[src/rtl/muldiv_issue_ctrl_if.sv]
// Handshake bundle between the EXU pipeline, the iterative mul/div unit and writeback.
// slave = issue controller view; master = surrounding pipeline/unit/writeback view.
interface muldiv_issue_ctrl_if #(
    parameter int TAG_W = 5
);
    logic             op_valid;
    logic             op_ready;
    logic [2:0]       op_funct3;
    logic             op_is_w;
    logic [63:0]      op_rs1;
    logic [63:0]      op_rs2;
    logic [TAG_W-1:0] op_rd;
    logic             flush;
    logic             mul_valid;
    logic             div_valid;
    logic             muldivw;
    logic [1:0]       mul_signed;
    logic             div_signed;
    logic [63:0]      muldiv_rs1;
    logic [63:0]      muldiv_rs2;
    logic             muldiv_flush;
    logic             muldiv_ready;
    logic             out_valid;
    logic [63:0]      result_hi;
    logic [63:0]      result_lo;
    logic [63:0]      quotient;
    logic [63:0]      remainder;
    logic             wb_valid;
    logic             wb_ready;
    logic [63:0]      wb_data;
    logic [TAG_W-1:0] wb_rd;

    modport slave (
        input  op_valid, op_funct3, op_is_w, op_rs1, op_rs2, op_rd, flush,
        input  muldiv_ready, out_valid, result_hi, result_lo, quotient, remainder,
        input  wb_ready,
        output op_ready, mul_valid, div_valid, muldivw, mul_signed, div_signed,
        output muldiv_rs1, muldiv_rs2, muldiv_flush, wb_valid, wb_data, wb_rd
    );

    modport master (
        output op_valid, op_funct3, op_is_w, op_rs1, op_rs2, op_rd, flush,
        output muldiv_ready, out_valid, result_hi, result_lo, quotient, remainder,
        output wb_ready,
        input  op_ready, mul_valid, div_valid, muldivw, mul_signed, div_signed,
        input  muldiv_rs1, muldiv_rs2, muldiv_flush, wb_valid, wb_data, wb_rd
    );
endinterface

[src/rtl/muldiv_issue_ctrl.sv]
// RV64M issue controller: decodes one op, starts the iterative unit or resolves
// divide-by-zero / signed overflow locally, and holds the sign-extended result for writeback.
module muldiv_issue_ctrl #(
    parameter int TAG_W = 5
) (
    input  logic                 clk,
    input  logic                 rst,
    muldiv_issue_ctrl_if.slave   bus
);
    typedef enum logic [1:0] {S_IDLE, S_ISSUE, S_BUSY, S_RESP} state_t;

    state_t           r_state;
    logic [2:0]       r_funct3;
    logic             r_is_w;
    logic [63:0]      r_rs1;
    logic [63:0]      r_rs2;
    logic [TAG_W-1:0] r_rd;
    logic [1:0]       r_mul_signed;
    logic             r_div_signed;
    logic [63:0]      r_wb_data;

    logic [2:0]       w_f3_eff;
    logic             w_rs2_zero;
    logic             w_min_neg1;
    logic             w_div_zero;
    logic             w_sgn_ovf;
    logic             w_special;
    logic [63:0]      w_special_data;
    logic [63:0]      w_unit_data;
    logic [63:0]      w_div_sel;
    logic             w_fire;

    function automatic logic [63:0] sext32(input logic [31:0] v);
        return {{32{v[31]}}, v};
    endfunction

    // Any W op in the multiply group collapses to MULW, covering illegal MULHW-style encodings.
    assign w_f3_eff   = (bus.op_is_w && !bus.op_funct3[2]) ? 3'b000 : bus.op_funct3;
    assign w_rs2_zero = bus.op_is_w ? (bus.op_rs2[31:0] == 32'h0) : (bus.op_rs2 == 64'h0);
    assign w_min_neg1 = bus.op_is_w
                      ? (bus.op_rs1[31:0] == 32'h8000_0000 && bus.op_rs2[31:0] == 32'hFFFF_FFFF)
                      : (bus.op_rs1 == {1'b1, 63'h0} && bus.op_rs2 == {64{1'b1}});
    assign w_div_zero = w_f3_eff[2] & w_rs2_zero;
    assign w_sgn_ovf  = w_f3_eff[2] & ~w_f3_eff[0] & w_min_neg1;
    assign w_special  = w_div_zero | w_sgn_ovf;

    always_comb begin
        w_special_data = 64'h0;
        if (w_div_zero) begin
            if (w_f3_eff[1])
                w_special_data = bus.op_is_w ? sext32(bus.op_rs1[31:0]) : bus.op_rs1;
            else
                w_special_data = {64{1'b1}};
        end else if (w_sgn_ovf && !w_f3_eff[1]) begin
            w_special_data = bus.op_is_w ? sext32(32'h8000_0000) : bus.op_rs1;
        end
    end

    assign w_div_sel = r_funct3[1] ? bus.remainder : bus.quotient;

    always_comb begin
        w_unit_data = 64'h0;
        if (r_funct3[2])
            w_unit_data = r_is_w ? sext32(w_div_sel[31:0]) : w_div_sel;
        else if (r_funct3[1:0] == 2'b00)
            w_unit_data = r_is_w ? sext32(bus.result_lo[31:0]) : bus.result_lo;
        else
            w_unit_data = bus.result_hi;
    end

    assign w_fire = (r_state == S_ISSUE) & bus.muldiv_ready & ~bus.flush;

    assign bus.op_ready     = (r_state == S_IDLE) & ~bus.flush;
    assign bus.mul_valid    = w_fire & ~r_funct3[2];
    assign bus.div_valid    = w_fire & r_funct3[2];
    assign bus.muldivw      = r_is_w;
    assign bus.mul_signed   = r_mul_signed;
    assign bus.div_signed   = r_div_signed;
    assign bus.muldiv_rs1   = r_rs1;
    assign bus.muldiv_rs2   = r_rs2;
    assign bus.muldiv_flush = bus.flush;
    assign bus.wb_valid     = (r_state == S_RESP);
    assign bus.wb_data      = r_wb_data;
    assign bus.wb_rd        = r_rd;

    always_ff @(posedge clk) begin
        if (rst) begin
            r_state      <= S_IDLE;
            r_funct3     <= 3'b000;
            r_is_w       <= 1'b0;
            r_rs1        <= 64'h0;
            r_rs2        <= 64'h0;
            r_rd         <= '0;
            r_mul_signed <= 2'b00;
            r_div_signed <= 1'b0;
            r_wb_data    <= 64'h0;
        end else if (bus.flush) begin
            r_state <= S_IDLE;
        end else begin
            case (r_state)
                S_IDLE: begin
                    if (bus.op_valid) begin
                        r_funct3     <= w_f3_eff;
                        r_is_w       <= bus.op_is_w;
                        r_rs1        <= bus.op_rs1;
                        r_rs2        <= bus.op_rs2;
                        r_rd         <= bus.op_rd;
                        r_div_signed <= w_f3_eff[2] & ~w_f3_eff[0];
                        if (w_f3_eff[2])
                            r_mul_signed <= 2'b00;
                        else if (w_f3_eff[1:0] == 2'b10)
                            r_mul_signed <= 2'b10;
                        else if (w_f3_eff[1:0] == 2'b11)
                            r_mul_signed <= 2'b00;
                        else
                            r_mul_signed <= 2'b11;
                        if (w_special) begin
                            r_wb_data <= w_special_data;
                            r_state   <= S_RESP;
                        end else begin
                            r_state   <= S_ISSUE;
                        end
                    end
                end
                S_ISSUE: if (bus.muldiv_ready) r_state <= S_BUSY;
                S_BUSY: begin
                    if (bus.out_valid) begin
                        r_wb_data <= w_unit_data;
                        r_state   <= S_RESP;
                    end
                end
                S_RESP: if (bus.wb_ready) r_state <= S_IDLE;
                default: r_state <= S_IDLE;
            endcase
        end
    end
endmodule

[src/flat_wrapper.sv]
// flat-port wrapper written by rule: the top's interface ports become plain ports
module muldiv_issue_ctrl_flat 
#(
    parameter int TAG_W = 5
)
  (clk, rst, bus_op_valid, bus_op_funct3, bus_op_is_w, bus_op_rs1, bus_op_rs2, bus_op_rd, bus_flush, bus_muldiv_ready, bus_out_valid, bus_result_hi, bus_result_lo, bus_quotient, bus_remainder, bus_wb_ready, bus_op_ready, bus_mul_valid, bus_div_valid, bus_muldivw, bus_mul_signed, bus_div_signed, bus_muldiv_rs1, bus_muldiv_rs2, bus_muldiv_flush, bus_wb_valid, bus_wb_data, bus_wb_rd);
  muldiv_issue_ctrl_if #(.TAG_W(TAG_W)) bus_i ();
  input  logic clk;
  input  logic rst;
  input wire logic [$bits(bus_i.op_valid)-1:0] bus_op_valid;
  input wire logic [$bits(bus_i.op_funct3)-1:0] bus_op_funct3;
  input wire logic [$bits(bus_i.op_is_w)-1:0] bus_op_is_w;
  input wire logic [$bits(bus_i.op_rs1)-1:0] bus_op_rs1;
  input wire logic [$bits(bus_i.op_rs2)-1:0] bus_op_rs2;
  input wire logic [$bits(bus_i.op_rd)-1:0] bus_op_rd;
  input wire logic [$bits(bus_i.flush)-1:0] bus_flush;
  input wire logic [$bits(bus_i.muldiv_ready)-1:0] bus_muldiv_ready;
  input wire logic [$bits(bus_i.out_valid)-1:0] bus_out_valid;
  input wire logic [$bits(bus_i.result_hi)-1:0] bus_result_hi;
  input wire logic [$bits(bus_i.result_lo)-1:0] bus_result_lo;
  input wire logic [$bits(bus_i.quotient)-1:0] bus_quotient;
  input wire logic [$bits(bus_i.remainder)-1:0] bus_remainder;
  input wire logic [$bits(bus_i.wb_ready)-1:0] bus_wb_ready;
  output wire logic [$bits(bus_i.op_ready)-1:0] bus_op_ready;
  output wire logic [$bits(bus_i.mul_valid)-1:0] bus_mul_valid;
  output wire logic [$bits(bus_i.div_valid)-1:0] bus_div_valid;
  output wire logic [$bits(bus_i.muldivw)-1:0] bus_muldivw;
  output wire logic [$bits(bus_i.mul_signed)-1:0] bus_mul_signed;
  output wire logic [$bits(bus_i.div_signed)-1:0] bus_div_signed;
  output wire logic [$bits(bus_i.muldiv_rs1)-1:0] bus_muldiv_rs1;
  output wire logic [$bits(bus_i.muldiv_rs2)-1:0] bus_muldiv_rs2;
  output wire logic [$bits(bus_i.muldiv_flush)-1:0] bus_muldiv_flush;
  output wire logic [$bits(bus_i.wb_valid)-1:0] bus_wb_valid;
  output wire logic [$bits(bus_i.wb_data)-1:0] bus_wb_data;
  output wire logic [$bits(bus_i.wb_rd)-1:0] bus_wb_rd;
  assign bus_i.op_valid = bus_op_valid;
  assign bus_i.op_funct3 = bus_op_funct3;
  assign bus_i.op_is_w = bus_op_is_w;
  assign bus_i.op_rs1 = bus_op_rs1;
  assign bus_i.op_rs2 = bus_op_rs2;
  assign bus_i.op_rd = bus_op_rd;
  assign bus_i.flush = bus_flush;
  assign bus_i.muldiv_ready = bus_muldiv_ready;
  assign bus_i.out_valid = bus_out_valid;
  assign bus_i.result_hi = bus_result_hi;
  assign bus_i.result_lo = bus_result_lo;
  assign bus_i.quotient = bus_quotient;
  assign bus_i.remainder = bus_remainder;
  assign bus_i.wb_ready = bus_wb_ready;
  assign bus_op_ready = bus_i.op_ready;
  assign bus_mul_valid = bus_i.mul_valid;
  assign bus_div_valid = bus_i.div_valid;
  assign bus_muldivw = bus_i.muldivw;
  assign bus_mul_signed = bus_i.mul_signed;
  assign bus_div_signed = bus_i.div_signed;
  assign bus_muldiv_rs1 = bus_i.muldiv_rs1;
  assign bus_muldiv_rs2 = bus_i.muldiv_rs2;
  assign bus_muldiv_flush = bus_i.muldiv_flush;
  assign bus_wb_valid = bus_i.wb_valid;
  assign bus_wb_data = bus_i.wb_data;
  assign bus_wb_rd = bus_i.wb_rd;
  muldiv_issue_ctrl #(.TAG_W(TAG_W)) u_core (.clk(clk), .rst(rst), .bus(bus_i));
endmodule
[config.mk]
export PLATFORM = sky130hd
export DESIGN_NAME = muldiv_issue_ctrl_flat
export DESIGN_NICKNAME = d
export VERILOG_FILES = /design/src/rtl/muldiv_issue_ctrl_if.sv /design/src/rtl/muldiv_issue_ctrl.sv /design/src/flat_wrapper.sv
export SDC_FILE = /design/constraint.sdc
export NUM_CORES = 1
export LEC_CHECK = 0
export CAP_MARGIN = 20
export CORE_AREA = 3 3 238 240
export CTS_BUF_LIST = sky130_fd_sc_hd__clkbuf_8
export DETAILED_ROUTE_END_ITERATION = 16
export DIE_AREA = 0 0 241 243
export PLACE_DENSITY = 0.54
export SYNTH_ARGS = -nofsm -noshare
export SYNTH_HDL_FRONTEND = slang
export SYNTH_SLANG_ARGS = --single-unit
[constraint.sdc]
create_clock -name clk -period 7.8 [get_ports clk]
set_clock_uncertainty 0.15 [all_clocks]
set_input_delay 1.56 -clock clk [delete_from_list [all_inputs] [get_ports clk]]
set_output_delay 1.56 -clock clk [all_outputs]
set_load 0.05 [all_outputs]
==> flow_metrics.py, run 1 <==
metrics = {
    "route": {
        "drc_errors": 0,
        "num_vias": 13600,
        "drt_iter0_markers": 921,
        "wire_per_inst_um": 21.6,
        "viasPerCell": 4.81,
        "first_pass_iters": 5,
        "wirelength_mm": 60.8,
        "postRouteAntennaNets": 0,
    },
    "timing": {
        "hold_viol_final": 0,
        "period_needed_ps": 5190,
        "hold_ws_ps": 302,
        "tightest_slew_ps": 1080,
        "setup_viol": 0,
        "slew_headroom_pct": 27.9,
        "drv_slew": 0,
        "setup_tns_ps": 0,
        "fmax_ghz": 0.193,
        "fin_crit_sh_pct": 66.5,
        "rsz0062_at_grt": "false",
    },
    "worst_setup_path": {
        "required_ps": 6090,
        "critPathKind": "input pin to primary output",
        "path_max_fanout": 7,
        "endpoint_kind": "primary output",
        "arrival_ps": 3480,
        "start_kind": "input pin",
    },
    "global_routing": {
        "grt_pass1_vias": 13300,
        "grt_use_total_pct": 19.5,
        "antenna_found_initial": 2,
        "grt_first_pass_wirelength_mm": 87.0,
        "overflow": 0,
        "grt_max_degree": 136,
    },
    "cells_and_area": {
        "drive_gt1_share_pct": 5.11,
        "synthToLayoutAreaGrowth_pct": 67.0,
        "nNetsFinal": 2489,
        "utilization_pct": 33.7,
    },
    "clock_tree": {
        "clkLatencyLatePin_ps": 610,
        "h-tree-depth": 2,
        "path_clk_slew_ps": 50,
        "cts.sinks": 206,
        "post_cts.resized_instances": 0,
        "cts_tree": "yes",
        "root_buffer": "clkbuf_8",
        "cts_setup_buffers": 0,
        "cts-buffers-inserted": 42,
        "cts_buffer_depth": 3,
        "holdBufCountCts": 0,
    },
    "yosys": {
        "synth.area.top_cells": "dfxtp_1, a21oi_1, nand2_1, nor2_1, mux2i_1",
        "synthArstFlopShare_pct": 0,
        "synth_edf_count": 0,
        "syn_nets": 1963,
        "synth-seq-cells": 206,
        "yosysUniqueCellTypes": 46,
        "yosysMostFrequentCell": "nand2_1",
        "ys_seq_area_share_pct": 37.2,
        "syn_avg_cell_area_sq_um": 7.12,
        "synth_ff_type": "dfxtp_1",
        "yosysTopAreaCellShare_pct": 37.2,
        "yosys.area.top_type": "dfxtp_1",
        "synthCells": 1558,
        "netlist_top_cells_count": "nand2_1, a21oi_1, dfxtp_1",
        "syn-cell-area_sq_um": 11100,
        "synth_warnings": 0,
    },
    "placed_design": {
        "io_buffers": 605,
        "gp_congestion": 0.876,
        "dp_hpwl_mm": 45.8,
    },
    "run": {
        "maxCapViolCount": 0,
    },
    "floorplan": {
        "initial_core_util_pct": 20.2,
        "core_sq_um": 54900,
        "io_pins": 606,
        "dieHeight_um": 243,
        "fp-row-count": 86,
        "die-area_sq_um": 58600,
        "die_w_um": 241,
    },
    "power_and_ir_drop": {
        "ir_worst_vdd_uv": 118,
        "power.density_nw_per_um2": 163,
        "leakage_nw": 6.08,
    },
    "min_path": {
        "hp-class": "register to register",
    },
    "status": {
        "status": "completed",
    },
}
[flip-flops by register name, summed over array words and instances (netlist names)]
| name | cells |
|---|---|
| u_core.bus.div_signed | 1 |
| u_core.bus.mul_signed | 2 |
| u_core.bus.muldiv_rs1 | 64 |
| u_core.bus.muldiv_rs2 | 64 |
| u_core.bus.muldivw | 1 |
| u_core.bus.wb_data | 64 |
| u_core.bus.wb_rd | 5 |
| u_core.r_funct3 | 3 |
| u_core.r_state | 2 |
[per-layer routing]
layer / wire (um) / share of wire [%] / GRT usage (%)
met1: 27100 / 45 / 26.1
met2: 27300 / 45 / 30.9
met3: 4920 / 8.1 / 5.07
met4: 1510 / 2.5 / 5.45
met5: 0 / 0 / 0
[per-stage QoR]
stage	std cells	worst slack [ps]	power, mW	cell area, sq um
final	2819	2610	3.03	18500
after global routing	2819	2470	3.17	18500
after CTS	2815	2630	3.07	18500
after detailed placement	2742	2150	1.88	17600
after global placement	2742	2210	1.88	17600
after floorplan	1558	3000	1.48	11100
[path summary, 6_finish.rpt]
check                                                            start                                endpoint  slack [ps]  depth (start not counted)
worst max-delay path                                         bus_flush                            bus_op_ready        2610                          3
worst min-delay path            u_core.bus.muldiv_rs2[15]$_SDFFE_PP0P_  u_core.bus.muldiv_rs2[15]$_SDFFE_PP0P_         300                          2
worst max register to register         u_core.bus.muldivw$_SDFFE_PP0P_     u_core.bus.wb_data[33]$_SDFFE_PP0P_        4150                          7
worst min register to register  u_core.bus.muldiv_rs2[15]$_SDFFE_PP0P_  u_core.bus.muldiv_rs2[15]$_SDFFE_PP0P_         300                          2
[layout make-up]
class,instances,area (sq um)
diodes,2,5.00
clock buffers,51,702
clock inverters,22,134
fillers,5820,36400
inverters,5,18.8
multi-input cells,1207,6410
flip-flops and latches,206,4130
well taps,704,881
repair buffers,622,6220
[critical path: stages]
cell             delay [ps]
clkdlybuf4s50_1         590
nor2b_1                 430
clkdlybuf4s50_1         890
[power breakdown]
group | switching, mW | internal [mW] | total (mW) | leakage, nW
clock network | 0.536 | 0.627 | 1.16 | 0.473
registers | 0.0228 | 1.09 | 1.11 | 1.68
logic | 0.421 | 0.330 | 0.751 | 3.93
total | 0.980 | 2.05 | 3.03 | 6.08
[placed cells by master, fill, tap and decap left out, drive strengths merged, types with 7 or more instances in the layout]
cell type	instances
a211oi	64
a21oi	319
buf	18
clkbuf	51
clkdlybuf4s50	604
clkinv	9
dfxtp	206
inv	16
mux2	13
mux2i	52
nand2	343
nand2b	7
nand4	24
nor2	157
nor2b	32
nor3	39
nor4	36
o211ai	32
o21ai	15
o22ai	20
o311ai	13
[cells by family after synthesis]
| logic type | count (synthesis) | share of synthesized area (%) |
|---|---|---|
| flip-flops | 206 | 37.2 |
| adder cells (fa/ha/maj) | 5 | 0.564 |
| AND/OR/NAND/NOR | 665 | 26.2 |
| multiplexers | 65 | 6.02 |
| AO/OA/AOI/OAI | 472 | 24.6 |
| buffers and inverters | 145 | 5.37 |
(Power assumes the default switching activity.)
==> inputs of run 2 (changes only) <==
CORE_AREA = 3 3 237 239   (was 3 3 238 240)
DIE_AREA = 0 0 240 242   (was 0 0 241 243)
PLACE_DENSITY = 0.56   (was 0.54)
clock period = 4.43 ns   (was 7.8 ns; I/O delays follow)
==> run 2 against run 1 <==
Effect of this change: clock power rose by 79%; wire length fell by 0.14%; final cell count rose by 0.92%; setup slack got worse by 1800 ps; via count rose by 1.0%; critical path type unchanged; largest power group unchanged; highest routed layer is now met5.
==> flow_metrics.py, run 2 (synthesized netlist as in run 1, its figures left out) <==
metrics = {
    "power_and_ir_drop": {
        "power.switching_mw": 1.66,
        "power.density_nw_per_um2": 286,
        "ir_worst_vdd_uv": 325,
        "power_frac_seq_pct": 36.5,
        "pwr-share-comb_pct": 24.8,
        "leakage_nw": 6.27,
        "clkPwrFrac_pct": 38.7,
        "p_int_mw": 3.72,
        "swShare_pct": 30.9,
    },
    "timing": {
        "hold_ws_ps": 303,
        "slew_headroom_pct": 33.6,
        "rsz0062_at_grt": "false",
        "fmax_ghz": 0.278,
        "drv_slew": 0,
        "hold_viol_final": 0,
        "setup_viol": 0,
        "period_needed_ps": 3590,
        "fin_crit_sh_pct": 81.1,
        "tightest_slew_ps": 996,
        "setup_tns_ps": 0,
    },
    "route": {
        "first_pass_iters": 5,
        "wirelength_mm": 60.7,
        "wire_per_inst_um": 21.3,
        "postRouteAntennaNets": 0,
        "num_vias": 13700,
        "viasPerCell": 4.82,
        "drt_iter0_markers": 928,
        "drc_errors": 0,
    },
    "floorplan": {
        "io_pins": 606,
        "die_w_um": 240,
        "dieHeight_um": 242,
        "fp-row-count": 85,
        "die-area_sq_um": 58100,
        "core_sq_um": 54000,
        "initial_core_util_pct": 20.5,
    },
    "cells_and_area": {
        "synthToLayoutAreaGrowth_pct": 70.0,
        "most-common-layout-cells": "clkdlybuf4s50_1, nand2_1, a21oi_1",
        "drive_gt1_share_pct": 6.44,
        "final_common_cell": "clkdlybuf4s50_1",
        "nFillCells": 5652,
        "nNetsFinal": 2518,
    },
    "worst_setup_path": {
        "critPathKind": "input pin to primary output",
        "endpoint_kind": "primary output",
        "path_max_fanout": 4,
        "start_kind": "input pin",
        "required_ps": 3390,
        "arrival_ps": 2560,
        "startpoint": "bus_flush",
        "reg2reg_from": "u_core.r_state[0]$_SDFFE_PP0P_",
    },
    "global_routing": {
        "grt_pass1_vias": 13500,
        "grt_first_pass_wirelength_mm": 87.4,
        "grt_use_total_pct": 19.7,
        "grt_max_degree": 110,
        "antenna_found_initial": 10,
        "overflow": 0,
    },
    "clock_tree": {
        "clkLatencyLatePin_ps": 580,
        "cts.sinks": 206,
        "cts_setup_buffers": 0,
        "cts_tree": "yes",
        "h-tree-depth": 2,
        "cts_buffer_depth": 3,
        "post_cts.resized_instances": 0,
        "cts-buffers-inserted": 41,
        "root_buffer": "clkbuf_8",
        "path_clk_slew_ps": 60,
        "holdBufCountCts": 0,
    },
    "placed_design": {
        "gp_congestion": 0.877,
        "dp_hpwl_mm": 46.8,
        "io_buffers": 605,
    },
    "min_path": {
        "hp-start": "u_core.bus.muldiv_rs2[16]$_SDFFE_PP0P_",
        "hp-class": "register to register",
    },
    "run": {
        "maxCapViolCount": 0,
    },
    "status": {
        "status": "completed",
    },
}
## run 2: cell types whose count changed in the layout (fill, tap and decap cells not counted), sizes merged, moves of 2 or more
cell / change
buf: +32
clkbuf: +3
clkdlybuf4s50: -2
clkinv: -5
diode: +4
## run 2: stage by stage
step	utilization, %	std cells	instance area (sq um)	power [mW]	setup slack (ps)
detailed placement	33.2	2765	17900	3.33	347
global route	34.9	2844	18800	5.65	807
CTS	34.8	2838	18800	5.47	834
finish	34.9	2845	18800	5.38	837
floorplan	-	1558	11100	2.60	969
global placement	33.2	2765	17900	3.32	414
## run 2: power groups by stage
stage	registers, mW	clock network [mW]	logic, mW
5_1_grt	1.97	2.25	1.42
3_5_place_dp	2.00	0	1.33
6_report	1.96	2.08	1.34
2_1_floorplan	2.20	0	0.401
4_1_cts	1.96	2.17	1.34
3_3_place_gp	2.00	0	1.32
## run 2: final cells by class
class,instances,area [sq um],share of cell area (%)
multi-input cells,1207,6410,34.0
inverters,5,18.8,0.0996
well taps,696,871,4.62
flip-flops and latches,206,4130,21.9
repair buffers,652,6510,34.6
clock buffers,54,743,3.94
diodes,6,15.0,0.0797
clock inverters,19,136,0.724
## run 2: routing by layer
| metal | track usage [%] | up-vias | wire length, um |
|---|---|---|---|
| met3 | 5.28 | 93 | 5250 |
| met1 | 26.2 | 6374 | 26300 |
| met4 | 5.76 | 10 | 1540 |
| met2 | 31.1 | 612 | 27500 |
| met5 | 0 | - | 68 |
| li1 | - | 6614 | - |
## run 2: worst paths after layout
kind,endpoint,slack (ps),cells after the start
worst max register to register,u_core.bus.wb_data[63]$_SDFFE_PP0P_,1380,9
worst min register to register,u_core.bus.muldiv_rs2[16]$_SDFFE_PP0P_,300,2
worst max-delay path,bus_mul_valid,840,3
worst min-delay path,u_core.bus.muldiv_rs2[16]$_SDFFE_PP0P_,300,2
## run 2: critical path, cell delays in order
cell,delay (ps)
clkdlybuf4s50_1,520
nor4bb_1,300
clkdlybuf4s50_1,850
